### config.mk
export PLATFORM = sky130hd
export DESIGN_NAME = wavelet_ctrl_flat
export DESIGN_NICKNAME = d
export VERILOG_FILES = /design/src/rtl/wavelet_ctrl_if.sv /design/src/rtl/wavelet_ctrl.sv /design/src/flat_wrapper.sv
export SDC_FILE = /design/constraint.sdc
export NUM_CORES = 1
export LEC_CHECK = 0
export ABC_AREA = 1
export CAP_MARGIN = 25
export CORE_ASPECT_RATIO = 0.75
export CORE_MARGIN = 2
export CORE_UTILIZATION = 50
export CTS_CLUSTER_DIAMETER = 80
export DETAILED_ROUTE_END_ITERATION = 6
export HOLD_SLACK_MARGIN = 0.12
export PLACE_DENSITY = 0.8
export SETUP_SLACK_MARGIN = 0.15
export SYNTH_ARGS = -nofsm -noshare
export SYNTH_HDL_FRONTEND = slang
export SYNTH_SLANG_ARGS = --single-unit
export TNS_END_PERCENT = 30
### constraint.sdc
create_clock -name clk -period 7.4 [get_ports clk]
set_input_delay 1.48 -clock clk [delete_from_list [all_inputs] [get_ports clk]]
set_output_delay 1.48 -clock clk [all_outputs]
set_load 0.03 [all_outputs]
### src/rtl/wavelet_ctrl_if.sv
// Sample-in and result-out handshake bundle for the wavelet filter-bank controller.
// The controller takes the slave modport; the environment driving samples takes master.
interface wavelet_ctrl_if #(
    parameter int BITS_PER_ELEM = 8,
    parameter int NUM_FILTERS   = 4,
    parameter int IDX_W         = (NUM_FILTERS > 1) ? $clog2(NUM_FILTERS) : 1
);
    logic signed [BITS_PER_ELEM-1:0] i_sample;
    logic                            i_sample_valid;
    logic                            o_sample_ready;
    logic [31:0]                     o_result;
    logic [IDX_W-1:0]                o_result_idx;
    logic                            o_result_valid;
    logic                            i_result_ready;

    modport slave (
        input  i_sample, i_sample_valid, i_result_ready,
        output o_sample_ready, o_result, o_result_idx, o_result_valid
    );

    modport master (
        output i_sample, i_sample_valid, i_result_ready,
        input  o_sample_ready, o_result, o_result_idx, o_result_valid
    );
endinterface

### src/rtl/wavelet_ctrl.sv
// Sequencer for the fir wavelet filter bank: keeps the shared tap window, strobes the
// filters once per primed sample, then serializes every filter's result with its index.
module wavelet_ctrl #(
    parameter int BITS_PER_ELEM = 8,
    parameter int NUM_ELEM      = 7,
    parameter int NUM_FILTERS   = 4,
    parameter int IDX_W         = (NUM_FILTERS > 1) ? $clog2(NUM_FILTERS) : 1
) (
    input  logic                              clk,
    input  logic                              reset,
    wavelet_ctrl_if.slave                     bus,
    output logic [NUM_ELEM*BITS_PER_ELEM-1:0] o_taps,
    output logic                              o_start_calc,
    input  logic [NUM_FILTERS*32-1:0]         i_wavelets,
    output logic                              o_busy
);
    localparam int TAPS_W = NUM_ELEM * BITS_PER_ELEM;
    localparam int CNT_W  = $clog2(NUM_ELEM + 1);

    localparam logic [CNT_W-1:0] CNT_FULL   = CNT_W'(NUM_ELEM);
    localparam logic [CNT_W-1:0] CNT_PRIME  = CNT_W'(NUM_ELEM - 1);
    localparam logic [IDX_W-1:0] LAST_IDX   = IDX_W'(NUM_FILTERS - 1);

    typedef enum logic [1:0] {
        IDLE    = 2'd0,
        CALC    = 2'd1,
        CAPTURE = 2'd2,
        OUT     = 2'd3
    } state_t;

    state_t            state;
    logic [TAPS_W-1:0] taps;
    logic [TAPS_W-1:0] taps_shifted;
    logic [CNT_W-1:0]  fill_cnt;
    logic [31:0]       capture_buf [NUM_FILTERS];
    logic [IDX_W-1:0]  idx;
    logic [IDX_W-1:0]  next_idx;
    logic [31:0]       result;
    logic              result_valid;
    logic              start_calc;
    logic              accept;
    logic              primed_next;

    // Newest sample enters element 0; the oldest falls off the top of the window.
    if (NUM_ELEM > 1) begin : g_shift
        assign taps_shifted = {taps[TAPS_W-BITS_PER_ELEM-1:0], bus.i_sample};
    end else begin : g_single
        assign taps_shifted = bus.i_sample;
    end

    assign accept      = (state == IDLE) && bus.i_sample_valid;
    assign primed_next = (fill_cnt >= CNT_PRIME);
    assign next_idx    = idx + 1'b1;

    // NOTE: every state register below is updated with <= so all of them see the
    // pre-edge values of each other; a blocking = here would create ordering races.
    always_ff @(posedge clk) begin
        if (reset) begin
            state        <= IDLE;
            taps         <= '0;
            fill_cnt     <= '0;
            idx          <= '0;
            result       <= '0;
            result_valid <= 1'b0;
            start_calc   <= 1'b0;
            // NOTE: the capture buffer is a small register file, not a RAM, so clearing
            // it in reset is cheap and keeps stale filter words from ever resurfacing.
            for (int k = 0; k < NUM_FILTERS; k++) begin
                capture_buf[k] <= '0;
            end
        end else begin
            start_calc <= 1'b0;
            case (state)
                IDLE: begin
                    if (accept) begin
                        taps <= taps_shifted;
                        if (fill_cnt != CNT_FULL) begin
                            fill_cnt <= fill_cnt + 1'b1;
                        end
                        if (primed_next) begin
                            state      <= CALC;
                            start_calc <= 1'b1;
                        end
                    end
                end

                CALC: begin
                    state <= CAPTURE;
                end

                CAPTURE: begin
                    // Filter sums are only guaranteed this cycle; snapshot all of them.
                    for (int k = 0; k < NUM_FILTERS; k++) begin
                        capture_buf[k] <= i_wavelets[32*k +: 32];
                    end
                    idx          <= '0;
                    result       <= i_wavelets[31:0];
                    result_valid <= 1'b1;
                    state        <= OUT;
                end

                OUT: begin
                    if (bus.i_result_ready) begin
                        if (idx == LAST_IDX) begin
                            result_valid <= 1'b0;
                            state        <= IDLE;
                        end else begin
                            idx    <= next_idx;
                            result <= capture_buf[next_idx];
                        end
                    end
                end

                default: begin
                    state <= IDLE;
                end
            endcase
        end
    end

    assign bus.o_sample_ready = (state == IDLE);
    assign bus.o_result       = result;
    assign bus.o_result_idx   = idx;
    assign bus.o_result_valid = result_valid;
    assign o_taps             = taps;
    assign o_start_calc       = start_calc;
    assign o_busy             = (state != IDLE);
endmodule

### src/flat_wrapper.sv
// flat-port wrapper written by rule: the top's interface ports become plain ports
module wavelet_ctrl_flat 
#(
    parameter int BITS_PER_ELEM = 8,
    parameter int NUM_ELEM      = 7,
    parameter int NUM_FILTERS   = 4,
    parameter int IDX_W         = (NUM_FILTERS > 1) ? $clog2(NUM_FILTERS) : 1
)
  (clk, reset, o_taps, o_start_calc, i_wavelets, o_busy, bus_i_sample, bus_i_sample_valid, bus_i_result_ready, bus_o_sample_ready, bus_o_result, bus_o_result_idx, bus_o_result_valid);
  wavelet_ctrl_if #(.BITS_PER_ELEM(BITS_PER_ELEM), .NUM_FILTERS(NUM_FILTERS), .IDX_W(IDX_W)) bus_i ();
  input  logic clk;
  input  logic reset;
  output logic [NUM_ELEM*BITS_PER_ELEM-1:0] o_taps;
  output logic o_start_calc;
  input  logic [NUM_FILTERS*32-1:0] i_wavelets;
  output logic o_busy;
  input wire logic [$bits(bus_i.i_sample)-1:0] bus_i_sample;
  input wire logic [$bits(bus_i.i_sample_valid)-1:0] bus_i_sample_valid;
  input wire logic [$bits(bus_i.i_result_ready)-1:0] bus_i_result_ready;
  output wire logic [$bits(bus_i.o_sample_ready)-1:0] bus_o_sample_ready;
  output wire logic [$bits(bus_i.o_result)-1:0] bus_o_result;
  output wire logic [$bits(bus_i.o_result_idx)-1:0] bus_o_result_idx;
  output wire logic [$bits(bus_i.o_result_valid)-1:0] bus_o_result_valid;
  assign bus_i.i_sample = bus_i_sample;
  assign bus_i.i_sample_valid = bus_i_sample_valid;
  assign bus_i.i_result_ready = bus_i_result_ready;
  assign bus_o_sample_ready = bus_i.o_sample_ready;
  assign bus_o_result = bus_i.o_result;
  assign bus_o_result_idx = bus_i.o_result_idx;
  assign bus_o_result_valid = bus_i.o_result_valid;
  wavelet_ctrl #(.BITS_PER_ELEM(BITS_PER_ELEM), .NUM_ELEM(NUM_ELEM), .NUM_FILTERS(NUM_FILTERS), .IDX_W(IDX_W)) u_core (.clk(clk), .reset(reset), .bus(bus_i), .o_taps(o_taps), .o_start_calc(o_start_calc), .i_wavelets(i_wavelets), .o_busy(o_busy));
endmodule
==> results of run 1 <==
-- worst max-delay path, cell delays in order (launching register included) --
cell and delay (ns):
dfxtp_2 0.52, buf_4 0.57, clkdlybuf4s50_1 0.79
-- routing by layer --
layer  global-route usage  wire, um  vias to the layer above
li1                     -         -                     4011
met1                0.312     10400                     3800
met2                0.374     11700                      297
met3               0.0345      1490                       62
met4                0.107      1110                        0
met5                    0         0                        -
-- cells in the final DEF (no fill, tap or decap), types with 4 or more instances in the layout --
| master | count |
|---|---|
| dfxtp_1 | 96 |
| o21ai_0 | 60 |
| ha_1 | 5 |
| a21oi_1 | 69 |
| clkinv_2 | 7 |
| clkdlybuf4s50_1 | 233 |
| inv_1 | 139 |
| nor2_1 | 278 |
| edfxtp_1 | 128 |
| nand2_4 | 4 |
| clkbuf_8 | 4 |
| buf_4 | 7 |
| inv_2 | 4 |
| nand3_1 | 99 |
| nand2_1 | 140 |
| o21ai_1 | 34 |
| clkbuf_16 | 24 |
-- area by class of cell --
class	instances	share of cell area
multi-input combinational	696	0.239
tap	253	0.0246
clock buffer	32	0.0528
sequential	225	0.451
clock inverter	9	0.00565
inverter	143	0.0418
antenna	1	0.000195
timing repair buffer	240	0.186
-- registers in the layout, summed over array words and instances (netlist names) --
signal,cells
u_core.capture_buf,128
u_core.o_taps,56
u_core.bus.o_result_valid,1
u_core.fill_cnt,3
u_core.state,2
u_core.bus.o_result_idx,2
u_core.o_start_calc,1
u_core.bus.o_result,32
-- per-stage QoR --
stage                     std cells  hold WS [ns]
after floorplan                1138         0.447
after global placement         1557         0.438
after detailed placement       1557         0.455
after CTS                      1598         0.465
after global routing           1599         0.488
final                          1599         0.454
-- cell families after synthesis --
logic type / Yosys count
AOI/OAI and AO/OA: 163
adders and majority gates: 7
buffers and inverters: 217
DFF: 225
and+or+nand+nor: 526
-- where the power goes --
group	switching (mW)	internal (mW)	total, mW
registers	0.200	1.77	1.97
logic	0.932	0.568	1.50
clock network	0.464	0.674	1.14
total	1.60	3.01	4.61
-- final timing paths --
check	slack [ns]	end	start
max	3.52	bus_o_result_idx[0]	u_core.bus.o_result_idx[0]
min	0.45	u_core.bus.o_result_valid	u_core.bus.o_result_valid
max reg2reg	4.66	u_core.capture_buf[3][7]	u_core.state[0]
min reg2reg	0.45	u_core.bus.o_result_valid	u_core.bus.o_result_valid
==> run metrics, run 1 <==
status completed; die area 0.0208 mm2; Clock Latency Late Sink 0.50 ns; CP Launch Type register; post_cts resized 0; DR WL/cell 15.4 um; Die Ht 125 um; final core utilization 0.665; Max VDD drop 177 uV; Initial Util 0.509; Hold WC Path Type register to register; ranking of synthesized cells by area edfxtp_1 39%, dfxtp_1 20%, nor2_1 11%, nand2_1 5.4%, inv_1 5.3%; Die X 166 um; first-pass GRT wire length 39500 um; via count 8170; initial antenna violation count 1; post-synth top area share 0.391; EDFF count, synth 128; H-Tree Depth 1; Synth Area in Compound Gates 0.0830; Arr. time, crit path 2.40 ns; CTS root buffer clkbuf_16; Seq cells post-synth 225; Detailed Place HPWL 15700 um; clk sink count 225; vias in the first global route 7809; number of buffer cells added on primary ports 233; min Tclk post-route 3.88 ns; Simple-Gate Fraction of Synth Area 0.218; sequential fraction of the synthesis area 0.588; filler instances 1531; 1st-pass router iterations 5; final worst slack 3.52 ns; postcts setup bufs 0; Total Wirelength 24700 um; Final Hold Fails 0; Slew Viols, Final 0; Via density 5.11; Mapped Area 0.00983 mm2; share of layout cells above drive strength 1 0.0446; Routed Antenna Nets 0; Synth top cells by count 278 x nor2_1, 142 x nand2_1, 139 x inv_1; area of the multi-input gates 0.00306 mm2; worst slew pin tran 0.967 ns; io pins 234; Residual DRC 0; Worst Skew 0.0116 ns; Top FF cell, synth edfxtp_1; Syn Nets 1285; Pwr Total 4.61 mW; DR iter-0 viols 803; Placer Congestion 0.787; R2R depth 5; Syn Area/Cell 8.64 um2; core box area 0.0193 mm2; main combinational cell family by area after synthesis simple AND/OR/NAND/NOR gates; Storage cell area 0.00579 mm2; hold path depth 2; kind of critical path register to output pin; gr usage total 0.232; max-cap violations 0; Leak 5.44 nW; unrepaired setup endpoints after global routing false; Placed Area 0.0121 mm2; CTS tree built; Synth Area in XOR/XNOR 0; cell taking the most area after synthesis edfxtp_1; final worst-path cycle share 0.524; Critical Path RT 5.92 ns; setup TNS 0 ns; largest net degree at the start of global routing 97; mux contribution to synthesized area 0; clk slew on worst S/H paths 0.06 ns; Clock Tree Buf Depth 3; dpl ws 3.18 ns; power per cell area 359 mW/mm2; final setup violation count 0; Overflow after GRT 0; row count 44; ys async rst share 0; Worst Path Max Fanout 54; hold bufs inserted after CTS 0; nets 1476; Area Growth Syn to Fin 30.6%; yosys warns 0; Post-Synth Adder-Cell Area 0.00891; final instance area 0.0128 mm2; max frequency 0.258 GHz; top-count cell post-synth nor2_1; post-synthesis cell type count 22; CP Capture Type output pin; Rel. slew slack 0.353; Synth Instances 1138; Num CTS Buffers 23
No activity file was read; power rests on OpenSTA's default activity.
==> inputs of run 2 (changes only) <==
Clock period 7.4 ns to 3.8 ns, I/O delays scaled along.
==> run 2 against run 1 <==
  * Via count increased by 0.71%
  * Sequential power up 95%
  * Clock skew rose by 0.0017 ns
  * Non-clock buffer count grew 7
  * Cell count increased by 0.31%
  * Count of clock-buffer cells in the layout decreased by 2
  * Die area did not move
  * Largest power group unchanged
==> run metrics, run 2 (synthesized netlist as in run 1, its figures left out) <==
Max VDD drop 414 uV; Critical Path RT 3.04 ns; Rel. slew slack 0.517; Via density 5.13; post_cts resized 0; CP Launch Type register; number of buffer cells added on primary ports 233; final setup violation count 0; worst path bufs/invs 1; io pins 234; row count 44; Clock Latency Late Sink 0.50 ns; setup TNS 0 ns; H-Tree Depth 1; # diodes 0; Storage cell area 0.00579 mm2; CTS tree built; Die X 166 um; clk sink count 225; Overflow after GRT 0; status completed; Final Hold Fails 0; first-pass GRT wire length 40700 um; power per cell area 697 mW/mm2; clk slew on worst S/H paths 0.06 ns; Worst Skew 0.0134 ns; commonest non-fill, non-tap cell in the layout nor2_1; gr usage total 0.241; Internal 5.85 mW; vias in the first global route 7859; Net Sw Frac 0.350; Clock Power Share 0.242; commonest non-fill, non-tap cells in the layout 278 x nor2_1, 233 x clkdlybuf4s50_1, 140 x nand2_1, 139 x inv_1, 128 x edfxtp_1; sw power 3.15 mW; kind of critical path register to output pin; Die Ht 125 um; final hold slack 0.453 ns; initial antenna violation count 0; Reg with most FFs u_core.capture_buf; Leak 5.48 nW; postcts setup bufs 0; CP max stage delay 0.80 ns; via count 8228; DR iter-0 viols 989; core box area 0.0193 mm2; CP Capture Type output pin; Residual DRC 0; Num CTS Buffers 22; Placed Area 0.0122 mm2; DR WL/cell 15.9 um; largest net degree at the start of global routing 81; Initial Util 0.509; portion of total power attributed to combinational logic 0.331; final instance area 0.0129 mm2; Largest register FFs 128; area of the multi-input gates 0.00307 mm2; final worst-path cycle share 0.752; CTS root buffer clkbuf_16; die area 0.0208 mm2; max frequency 0.350 GHz; CP delay by family, top flip-flops; hold bufs inserted after CTS 0; Crit-path slowest cell dfxtp_2; Worst Path Max Fanout 32; 1st-pass router iterations 5; nets 1482; worst slew pin tran 0.725 ns; Total Wirelength 25500 um; Area Growth Syn to Fin 31.3%; Placer Congestion 0.813; Hold WC Path Type register to register; Routed Antenna Nets 0; Detailed Place HPWL 16400 um; filler instances 1579; Clock Tree Buf Depth 3; unrepaired setup endpoints after global routing false; r2r setup slk 1.27 ns; Slew Viols, Final 0; min Tclk post-route 2.86 ns; share of layout cells above drive strength 1 0.0459; max-cap violations 0; Flop pwr share 0.427; Arr. time, crit path 2.10 ns; worst path cell trace clkdlybuf4s50_1
==> run 2: routing by layer <==
metal  track usage  vias to the layer above  share of wire
met1         0.333                     3781           0.43
met3        0.0351                       64          0.063
met4        0.0844                        0          0.035
met5             0                        -              0
met2         0.391                      346           0.47
li1              -                     4037              -
==> run 2: per-stage QoR <==
step | util | power (mW) | instances | setup WS (ns)
3_5_place_dp | 0.631 | 6.84 | 1564 | 1.05
2_1_floorplan | - | 5.62 | 1138 | 0.761
5_1_grt | 0.668 | 9.43 | 1604 | 0.875
4_1_cts | 0.668 | 9.02 | 1604 | 0.934
6_report | 0.668 | 9.00 | 1604 | 0.941
3_3_place_gp | 0.631 | 6.76 | 1564 | 1.08
==> run 2: final cells by class <==
cell class	count	area share
Sequential cell	225	0.448
Multi-Input combinational cell	696	0.238
Timing Repair Buffer	247	0.193
Clock buffer	30	0.0475
Inverter	143	0.0416
Tap cell	253	0.0245
Clock inverter	10	0.00804
==> run 2: power groups by stage <==
stage          Clock [mW]  Combinational, mW  Sequential (mW)
6_report             2.18               2.98             3.84
5_1_grt              2.30               3.20             3.92
4_1_cts              2.20               2.98             3.83
3_5_place_dp            0               2.97             3.87
3_3_place_gp            0               2.92             3.84
2_1_floorplan           0               1.13             4.49
==> run 2: final timing paths <==
kind / startpoint / end / depth (start not counted)
worst max-delay path: u_core.bus.o_result_idx[0] / bus_o_result_idx[0] / 1
worst min-delay path: u_core.bus.o_result_valid / u_core.bus.o_result_valid / 2
worst max register to register: u_core.state[1] / u_core.bus.o_result[5] / 5
worst min register to register: u_core.bus.o_result_valid / u_core.bus.o_result_valid / 2
